===== config.mk =====
export PLATFORM = sky130hd
export DESIGN_NAME = segasys1_sndreq_rx
export DESIGN_NICKNAME = d
export VERILOG_FILES = /design/src/rtl/segasys1_snd_pkg.sv /design/src/rtl/segasys1_cmd_fifo.sv /design/src/rtl/segasys1_sndreq_rx.sv
export SDC_FILE = /design/constraint.sdc
export NUM_CORES = 1
export LEC_CHECK = 0
export BUFFER_PORTS_ARGS = -buffer_cell sky130_fd_sc_hd__buf_2
export CAP_MARGIN = 5
export CORE_MARGIN = 2
export CORE_UTILIZATION = 47
export DETAILED_ROUTE_END_ITERATION = 7
export HOLD_SLACK_MARGIN = 0.05
export PLACE_DENSITY = 0.75
export SETUP_SLACK_MARGIN = 0.2
export SYNTH_ARGS = -nofsm -noshare
export SYNTH_HDL_FRONTEND = slang
export SYNTH_HIERARCHICAL = 1
export SYNTH_SLANG_ARGS = --single-unit

===== constraint.sdc =====
create_clock -name CLK48M -period 1.61 [get_ports CLK48M]
set_input_delay 0.483 -clock CLK48M [delete_from_list [all_inputs] [get_ports CLK48M]]
set_output_delay 0.483 -clock CLK48M [all_outputs]
set_load 0.005 [all_outputs]

===== src/rtl/segasys1_snd_pkg.sv =====
// segasys1_snd_pkg: shared constants for the System 1 sound request receiver.
package segasys1_snd_pkg;
    localparam int         CMD_W          = 8;
    localparam logic [2:0] LATCH_DEC      = 3'b111;
    localparam int         NMI_LEN_DEF    = 8;
    localparam int         IRQ_PERIOD_DEF = 16667;
endpackage


===== src/rtl/segasys1_cmd_fifo.sv =====
// segasys1_cmd_fifo: synchronous command queue; a pop and a push on a full queue both take effect.
module segasys1_cmd_fifo
    import segasys1_snd_pkg::*;
#(
    parameter int DEPTH = 4
) (
    input  logic             clk,
    input  logic             rst_n,
    input  logic             push,
    input  logic             pop,
    input  logic [CMD_W-1:0] din,
    output logic [CMD_W-1:0] head,
    output logic             empty,
    output logic             full,
    output logic [$clog2(DEPTH):0] count
);
    localparam int AW = $clog2(DEPTH);

    logic [CMD_W-1:0] mem_q [DEPTH];
    logic [CMD_W-1:0] mem_d [DEPTH];
    logic [AW-1:0]    wp_q, wp_d, rp_q, rp_d;
    logic [AW:0]      cnt_q, cnt_d;
    logic             wr, rd;

    assign empty = cnt_q == '0;
    assign full  = cnt_q == (AW+1)'(DEPTH);
    assign head  = mem_q[rp_q];
    assign count = cnt_q;

    always_comb begin
        rd    = pop & ~empty;
        wr    = push & (~full | pop);
        mem_d = mem_q;
        if (wr) mem_d[wp_q] = din;
        wp_d  = wr ? wp_q + 1'b1 : wp_q;
        rp_d  = rd ? rp_q + 1'b1 : rp_q;
        cnt_d = cnt_q + (AW+1)'(wr) - (AW+1)'(rd);
    end

    always_ff @(posedge clk or negedge rst_n) begin
        if (!rst_n) begin
            for (int i = 0; i < DEPTH; i++) mem_q[i] <= '0;
            wp_q  <= '0;
            rp_q  <= '0;
            cnt_q <= '0;
        end else begin
            mem_q <= mem_d;
            wp_q  <= wp_d;
            rp_q  <= rp_d;
            cnt_q <= cnt_d;
        end
    end
endmodule


===== src/rtl/segasys1_sndreq_rx.sv =====
// segasys1_sndreq_rx: sound-side command latch, timed NMI and periodic IRQ for the sound Z80.
// Define SEGASYS1_SNDQ_FIFO_EN to replace the overwrite latch with a FIFO_DEPTH command queue.
module segasys1_sndreq_rx
    import segasys1_snd_pkg::*;
#(
    parameter int NMI_LEN    = NMI_LEN_DEF,
    parameter int IRQ_PERIOD = IRQ_PERIOD_DEF,
    parameter int FIFO_DEPTH = 4
) (
    input  logic             CLK48M,
    input  logic             RESET_N,
    input  logic             SNDRQ,
    input  logic [CMD_W-1:0] SNDNO,
    input  logic             SCPU_CLKEN,
    input  logic [15:0]      SCPUAD,
    input  logic             SCPU_MREQ,
    input  logic             SCPU_IORQ,
    input  logic             SCPU_RD,
    input  logic             SCPU_M1,
    output logic             SLCS,
    output logic [CMD_W-1:0] SLDO,
    output logic             SNMI,
    output logic             SIRQ,
    output logic             PENDING,
    output logic             OVF
);
    logic [7:0]       nmi_q, nmi_d;
    logic [15:0]      irq_q, irq_d;
    logic             sirq_q, sirq_d;
    logic [CMD_W-1:0] cmd;
    logic             rd_clr, reload, wrap, ack;
    logic             unused_ok;

    assign unused_ok = ^{SCPUAD[12:0], FIFO_DEPTH[0]};
    assign SLCS      = (SCPUAD[15:13] == LATCH_DEC) & SCPU_MREQ & SCPU_RD;
    assign SLDO      = SLCS ? cmd : '1;
    assign rd_clr    = SLCS & SCPU_CLKEN;
    assign SNMI      = nmi_q != '0;
    assign SIRQ      = sirq_q;

`ifdef SEGASYS1_SNDQ_FIFO_EN
    localparam int QW = $clog2(FIFO_DEPTH);

    logic          empty, full, pop, ovf_q, ovf_d;
    logic [QW:0]   count;

    segasys1_cmd_fifo #(.DEPTH(FIFO_DEPTH)) u_fifo (
        .clk   (CLK48M),
        .rst_n (RESET_N),
        .push  (SNDRQ),
        .pop   (pop),
        .din   (SNDNO),
        .head  (cmd),
        .empty (empty),
        .full  (full),
        .count (count)
    );

    // A pop that leaves work behind re-announces the new head to the sound CPU.
    always_comb begin
        pop    = rd_clr & ~empty;
        reload = SNDRQ | (pop & (count != (QW+1)'(1)));
        ovf_d  = ovf_q | (SNDRQ & full & ~pop);
    end

    always_ff @(posedge CLK48M or negedge RESET_N) begin
        if (!RESET_N) ovf_q <= 1'b0;
        else          ovf_q <= ovf_d;
    end

    assign PENDING = ~empty;
    assign OVF     = ovf_q;
`else
    logic [CMD_W-1:0] cmd_q, cmd_d;
    logic             pend_q, pend_d;

    always_comb begin
        cmd_d  = SNDRQ ? SNDNO : cmd_q;
        pend_d = SNDRQ | (pend_q & ~rd_clr);
        reload = SNDRQ;
    end

    always_ff @(posedge CLK48M or negedge RESET_N) begin
        if (!RESET_N) begin
            cmd_q  <= '0;
            pend_q <= 1'b0;
        end else begin
            cmd_q  <= cmd_d;
            pend_q <= pend_d;
        end
    end

    assign cmd     = cmd_q;
    assign PENDING = pend_q;
    assign OVF     = 1'b0;
`endif

    always_comb begin
        nmi_d  = reload ? 8'(NMI_LEN) : (SCPU_CLKEN && nmi_q != '0) ? nmi_q - 1'b1 : nmi_q;
        wrap   = SCPU_CLKEN & (irq_q == 16'(IRQ_PERIOD - 1));
        irq_d  = wrap ? '0 : SCPU_CLKEN ? irq_q + 1'b1 : irq_q;
        ack    = SCPU_M1 & SCPU_IORQ & SCPU_CLKEN;
        sirq_d = wrap | (sirq_q & ~ack);
    end

    always_ff @(posedge CLK48M or negedge RESET_N) begin
        if (!RESET_N) begin
            nmi_q  <= '0;
            irq_q  <= '0;
            sirq_q <= 1'b0;
        end else begin
            nmi_q  <= nmi_d;
            irq_q  <= irq_d;
            sirq_q <= sirq_d;
        end
    end
endmodule

[Word-level counts from Yosys, hierarchy flattened]
Cells that the tools add are included.
Operators by class
  bitwise logic cells: 12
  reduce and logical (&&, ||, !) cells: 4
  equal/unequal tests: 2
  order comparisons: 0
  mux-type cells: 5
  multipliers: 0
  shift operators: 0
  divide/modulo/power cells: 0
  add/subtract/negate cells: 2
Operators with widths (count)
  $mux W16: 2
  $mux W8: 3
  $add A16 B1 Y16 const B: 1
  $eq A16 B15 Y1 const B: 1
  $and A1 B1 Y1: 8
  $reduce_bool A8 Y1: 1
  $sub A8 B1 Y8 const B: 1
  $reduce_bool A2 Y1: 2
  $eq A3 B3 Y1 const B: 1
  $not A1 Y1: 2
  $or A1 B1 Y1: 2
  $logic_and A1 B1 Y1: 1
Word-level totals
  logic and storage cells: 30
  memory bits (read-only): 0
  output and inout port bits: 13
  RAM bits: 0
  latch bits: 0
  input port bits: 32
  bits in registers: 34
  memories kept: 0

[Longest topological paths before layout]
Gate-level depths: netlist of run 1.
  depth after elaboration: 7
  gate-level depth with buffers: 6
  mapped depth without buffers: 6

[Worst setup path before layout of run 1]
Ideal clock, no wire load.
  path type: register to output
  start: register nmi_q[0]
  end: output SNMI
  path slack: 69 ps
  data required time: 1127 ps
  cell stages (with the launch flop): 5
  path buffers: 0
  data arrival time: 1058 ps
  cells stage by stage: dfrtp_1 -> inv_1 -> ha_1 -> nor2b_1 -> nand3_1
Between the ends
  longest elaborated chain between the ends: 1
Ends and longest elaborated chain
  from (decl): RTL line segasys1_sndreq_rx.sv:27  | logic [7:0] nmi_q, nmi_d;
  from (signal assigned): RTL line segasys1_sndreq_rx.sv:112  | nmi_q <= nmi_d;
  $reduce_bool A8 Y1: RTL line segasys1_sndreq_rx.sv:38  | assign SNMI = nmi_q != '0;
  to (decl): RTL line segasys1_sndreq_rx.sv:22  | output logic SNMI,
Every way passes these cells.

[Worst setup path in the final report of run 1]
  start: register nmi_q[1]
  end: output SNMI
Same word-level chain as after synthesis.

==> flow_metrics.py, run 1 <==
metrics = {
    "synthesis": {
        "yosysWarnings": 6,
        "synth_top_area_cell": "dfrtp_1",
        "yosysTopAreaCellShare_pct": 49.1,
        "synthCells": 156,
        "ys_top_cells_by_area": "dfrtp_1, xnor2_1, mux2_2, or3_1, nor2_1",
        "yosysSeqAreaShare_pct": 49.1,
        "mappedNetlistArea_mm2": 0.00173,
        "yosysUniqueCellTypes": 42,
        "ys_seq_elements": 34,
        "synth_nets": 191,
        "syn_avg_cell_area_um2": 11.1,
    },
    "worst_setup_path": {
        "worstReg2RegEnd": "nmi_q[3]",
        "worst-setup-path-type": "reg2out",
        "worstPathArrival_ps": 1330,
        "start_kind": "flop",
        "max_stage_delay_ps": 390,
        "critPathTopFamily": "flip-flops",
        "crit-reg2reg-launch": "nmi_q[1]",
        "crit_fanout": 2,
        "cp_slowest_cell": "dfrtp_1",
        "worst-path-buf-inv": 2,
        "crit_chain": "inv_1 > ha_2 > nor2b_4 > nand3_2 > buf_2",
        "worstSetupEndpointType": "output pin",
        "worstPathRequired_ps": 1130,
        "r2r_cells": 6,
        "reg2reg_slack_ps": -30,
    },
    "power": {
        "peakVddDrop_uv": 749,
        "leakagePower_nw": 1.09,
        "power_mw": 2.80,
        "pwr_density_cell_mw_per_mm2": 1080,
    },
    "finish": {
        "final_layout_size_suffix_gt1_share_pct": 54.8,
        "layout.nets": 255,
        "antenna_cells": 0,
        "layout_commonest_cell": "dfrtp_1",
        "post-route-util_pct": 72.0,
        "final_cell_mix": "dfrtp_1, buf_2, buf_4, or3_1, nand2_1",
        "syn2layout_area_growth_pct": 49.7,
    },
    "timing": {
        "fmax_ghz": 0.552,
        "rsz0062_at_grt": "yes",
        "holdWs_ps": 109,
        "setup_viol": 11,
        "fin_crit_sh_pct": 112,
        "finClkSkew_ps": 5.02,
        "period_needed_ps": 1810,
        "layout_setup_ws_ps": -200,
        "tns_ps": -649,
        "hold_violations": 0,
        "slew_viol_final": 0,
    },
    "route": {
        "drc": 0,
        "first_pass_iters": 4,
        "drt_iter0_markers": 52,
        "wl_mm": 4.72,
        "via_per_inst": 5.48,
        "drtAntennaViolNets": 0,
        "wl_per_cell_um": 17.6,
        "route.vias.total": 1474,
    },
    "outcome": {
        "violations": "setup timing",
        "outcome": "finished, violations left",
    },
    "clocking": {
        "numCtsBuffers": 5,
        "cts_hold_buffers": 0,
        "insertion_delay_ps": 300,
        "clock-root-buffer": "clkbuf_8",
        "clock_path_buffers": 2,
        "clkSinkCount": 34,
        "clk_pin_slew_ps": 80,
        "htreeDepth": 2,
        "cts_tree": "done",
    },
    "place": {
        "hpwl_mm": 2.89,
        "place_worst_setup_slack_ps": -58.8,
        "place_congestion": 0.842,
        "portBuffers": 30,
    },
    "run": {
        "maxCapViolCount": 0,
    },
    "grt": {
        "antenna_found_initial": 0,
        "grt_pass1_wl_mm": 7.33,
        "first_global_vias": 1573,
        "grt-ovfl-total": 0,
        "grt_start_max_net_pins": 20,
        "track_usage_pct": 23.3,
    },
    "worst_hold_path": {
        "hp-class": "in2async",
    },
    "floorplanning": {
        "rows": 22,
        "die_y_um": 64.7,
        "core-area_mm2": 0.00361,
        "ios": 45,
        "die_area_mm2": 0.00419,
        "start_util_pct": 48.1,
        "dieWidth_um": 64.7,
    },
}
==> synth_stat cells (all sizes together) <==
cell	n
a31oi	2
nand4	4
inv	4
buf	3
or4b	1
nand2b	1
nor4b	1
nor4	4
clkbuf	1
xor2	6
a21o	2
a211oi	2
or3	11
conb	1
o31ai	2
ha	3
nand3b	1
a21oi	2
dfrtp	34
nand2	13
xnor2	11
mux2	8
and3	6
nor2b	3
nor3	2
o21ai	2
and4	1
nor2	14
a311oi	1
or3b	1
nand3	7
mux2i	2
==> registers in the layout (all words and copies together), names as in the netlist <==
register and flops:
cmd 8, irq_q 16, SIRQ 1, PENDING 1, nmi_q 8
==> metal layers <==
layer / vias to the layer above / track usage, % / wire length (um)
li1: 680 / - / -
met1: 759 / 25.5 / 1800
met2: 22 / 42.9 / 2670
met3: 13 / 6.08 / 113
met4: 0 / 8.78 / 136
met5: - / 0 / 0
==> area by class of cell <==
type	instances	area, um2
Clock buffer	5	68.8
Clock inverter	3	45.0
Fill cell	245	1010
Inverter	4	15.0
Multi-Input combinational cell	115	1110
Sequential cell	34	852
Tap cell	48	60.1
Timing Repair Buffer	60	448
==> through the flow <==
stage | instances | instance area [um2]
2_1_floorplan | 156 | 1760
4_1_cts | 264 | 2420
6_report | 269 | 2600
5_1_grt | 269 | 2600
3_5_place_dp | 243 | 2050
3_3_place_gp | 243 | 2050
==> cell families after synthesis <==
group / Yosys count / synth area share, %
muxes: 10 / 6.35
AOI/OAI and AO/OA: 13 / 5.63
buffers and inverters: 8 / 2.45
DFF: 34 / 49.1
xor gates and xnor gates: 17 / 8.59
adders and majority gates: 3 / 2.16
and+or+nand+nor: 70 / 25.5
other: 1 / 0.216
==> repair_timing <==
action	in CTS	in global routing
hold endpoints to repair	0	0
pin swaps	22	11
gates resized for setup	37	26
cloned	1	0
setup buffers	12	5
endpoints found under the setup margin	27	31
==> worst max path at each step <==
stage / depth (start not counted) / to / from / slack [ps]
2_1_floorplan: 5 / irq_q[0] / irq_q[0] / 120
3_3_place_gp: 4 / SLDO[0] / SCPUAD[15] / -50
3_5_place_dp: 4 / SLDO[0] / SCPUAD[14] / -60
5_1_grt: 5 / SNMI / nmi_q[1] / -260
6_report: 5 / SNMI / nmi_q[1] / -200
4_1_cts: 5 / SNMI / nmi_q[1] / -170
==> where the power goes <==
part	total, mW	internal, mW	leakage, nW	switching [mW]
sequential	1.10	0.963	0.433	0.136
combinational	0.902	0.482	0.605	0.420
clock	0.798	0.460	0.0504	0.338
total	2.80	1.91	1.09	0.894
(Power assumes the default switching activity.)
==> run 2, diff against run 1 <==
Settings changed: CELL_PAD_IN_SITES_DETAIL_PLACEMENT set to 1, CELL_PAD_IN_SITES_GLOBAL_PLACEMENT set to 2, CORE_UTILIZATION 47 to 30, PLACE_DENSITY 0.75 to unset, PLACE_DENSITY_LB_ADDON set to 0.1, TNS_END_PERCENT set to 50.
==> flow_metrics.py, run 2 (synthesis results as in run 1) <==
metrics = {
    "outcome": {
        "outcome": "finished, violations left",
        "violations": "setup timing",
    },
    "grt": {
        "antenna_found_initial": 0,
        "grt_pass1_wl_mm": 7.84,
        "first_global_vias": 1633,
        "grt-ovfl-total": 0,
        "track_usage_pct": 16.2,
        "grt_start_max_net_pins": 22,
    },
    "clocking": {
        "clk_pin_slew_ps": 70,
        "clock-root-buffer": "clkbuf_8",
        "cts_tree": "done",
        "numCtsBuffers": 5,
        "insertion_delay_ps": 290,
        "htreeDepth": 2,
        "clkSinkCount": 34,
        "clock_path_buffers": 2,
        "cts_hold_buffers": 0,
    },
    "finish": {
        "stdcell_count": 296,
        "fin_area_mm2": 0.00253,
        "layout_commonest_cell": "dfrtp_1",
        "final_layout_size_suffix_gt1_share_pct": 50.4,
        "regMostFlops": "irq_q",
        "final_cell_mix": "dfrtp_1, buf_2, buf_4",
        "layout.nets": 259,
        "antenna_cells": 0,
        "syn2layout_area_growth_pct": 45.7,
        "largest_register_ffs": 16,
        "post-route-util_pct": 45.6,
    },
    "worst_setup_path": {
        "worstPathRequired_ps": 1130,
        "start_kind": "flop",
        "worstSetupEndpointType": "output pin",
        "worstReg2RegEnd": "nmi_q[7]",
        "worstPathArrival_ps": 1280,
        "worst-setup-path-type": "reg2out",
        "crit_end": "SNMI",
        "reg2reg_slack_ps": -80,
        "crit-reg2reg-launch": "nmi_q[0]",
        "critPathLaunch": "nmi_q[0]",
        "r2r_cells": 7,
        "crit_fanout": 2,
    },
    "floorplanning": {
        "start_util_pct": 31.3,
        "die_area_mm2": 0.00640,
        "die_y_um": 80.0,
        "rows": 27,
        "core-area_mm2": 0.00554,
        "ios": 45,
        "dieWidth_um": 80.0,
    },
    "route": {
        "drt_iter0_markers": 51,
        "route.vias.total": 1456,
        "first_pass_iters": 4,
        "via_per_inst": 4.92,
        "wl_per_cell_um": 15.4,
        "wl_mm": 4.55,
        "drc": 0,
        "drtAntennaViolNets": 0,
    },
    "place": {
        "place_worst_setup_slack_ps": -190,
        "placed_cells": 276,
        "hpwl_mm": 3.14,
        "place_congestion": 0.748,
        "portBuffers": 30,
        "place_area_mm2": 0.00213,
    },
    "power": {
        "leakagePower_nw": 1.08,
        "peakVddDrop_uv": 380,
        "power_mw": 2.44,
        "pwr_density_cell_mw_per_mm2": 964,
    },
    "timing": {
        "finClkSkew_ps": 5.55,
        "fin_crit_sh_pct": 110,
        "layout_setup_ws_ps": -157,
        "period_needed_ps": 1770,
        "slew_viol_final": 0,
        "tns_ps": -422,
        "holdWs_ps": 93.8,
        "fmax_ghz": 0.566,
        "setup_viol": 11,
        "rsz0062_at_grt": "yes",
        "hold_violations": 0,
    },
    "worst_hold_path": {
        "hp-class": "in2async",
    },
    "run": {
        "maxCapViolCount": 0,
    },
}
==> run 2: changes by cell type in the layout (fill, tap and decap cells not counted), moves of 3 or more <==
cell	previous run	this run
xnor2_1	8	11
xnor2_2	3	0
nor2_1	8	11
buf_4	21	25
==> run 2: worst min path at each step <==
| stage | from | to | depth (start not counted) |
|---|---|---|---|
| after floorplan | RESET_N | PENDING | 0 |
| after global placement | RESET_N | cmd[4] | 1 |
| after detailed placement | RESET_N | cmd[4] | 1 |
| after CTS | RESET_N | cmd[4] | 1 |
| after global routing | RESET_N | cmd[4] | 1 |
| final | RESET_N | cmd[4] | 1 |
==> run 2: metal layers <==
layer	share of wire [%]	track usage (%)	vias up
met5	0	0	-
met4	1.7	5.59	0
met3	3.6	3.39	8
met2	54	29.5	28
met1	40	18.6	733
li1	-	-	687
==> run 2: worst max-delay path, stage by stage (launching register included) <==
cell and delay, ps:
dfrtp_1 380, inv_1 60, ha_2 170, nor2b_4 170
nand3_2 90, buf_2 140
==> run 2: layout make-up <==
cell class | count | area, um2
fillers | 633 | 3010
multi-input cells | 116 | 1010
flip-flops and latches | 34 | 852
repair buffers | 63 | 479
well taps | 72 | 90.1
clock buffers | 5 | 68.8
inverters | 4 | 15.0
clock inverters | 2 | 10.0
==> run 2: power breakdown <==
| part | leakage (nW) | switching [mW] | internal (mW) | total [mW] |
|---|---|---|---|---|
| registers | 0.433 | 0.122 | 0.963 | 1.09 |
| logic | 0.607 | 0.342 | 0.407 | 0.750 |
| clock network | 0.0438 | 0.311 | 0.290 | 0.602 |
| total | 1.08 | 0.776 | 1.66 | 2.44 |
==> run 2: repair_timing <==
item | 4_1_cts | 5_1_grt
gates resized for setup | 45 | 8
buffers inserted | 9 | 2
setup endpoints to repair | 28 | 30
pin swaps | 21 | 10
gates cloned | 2 | 0
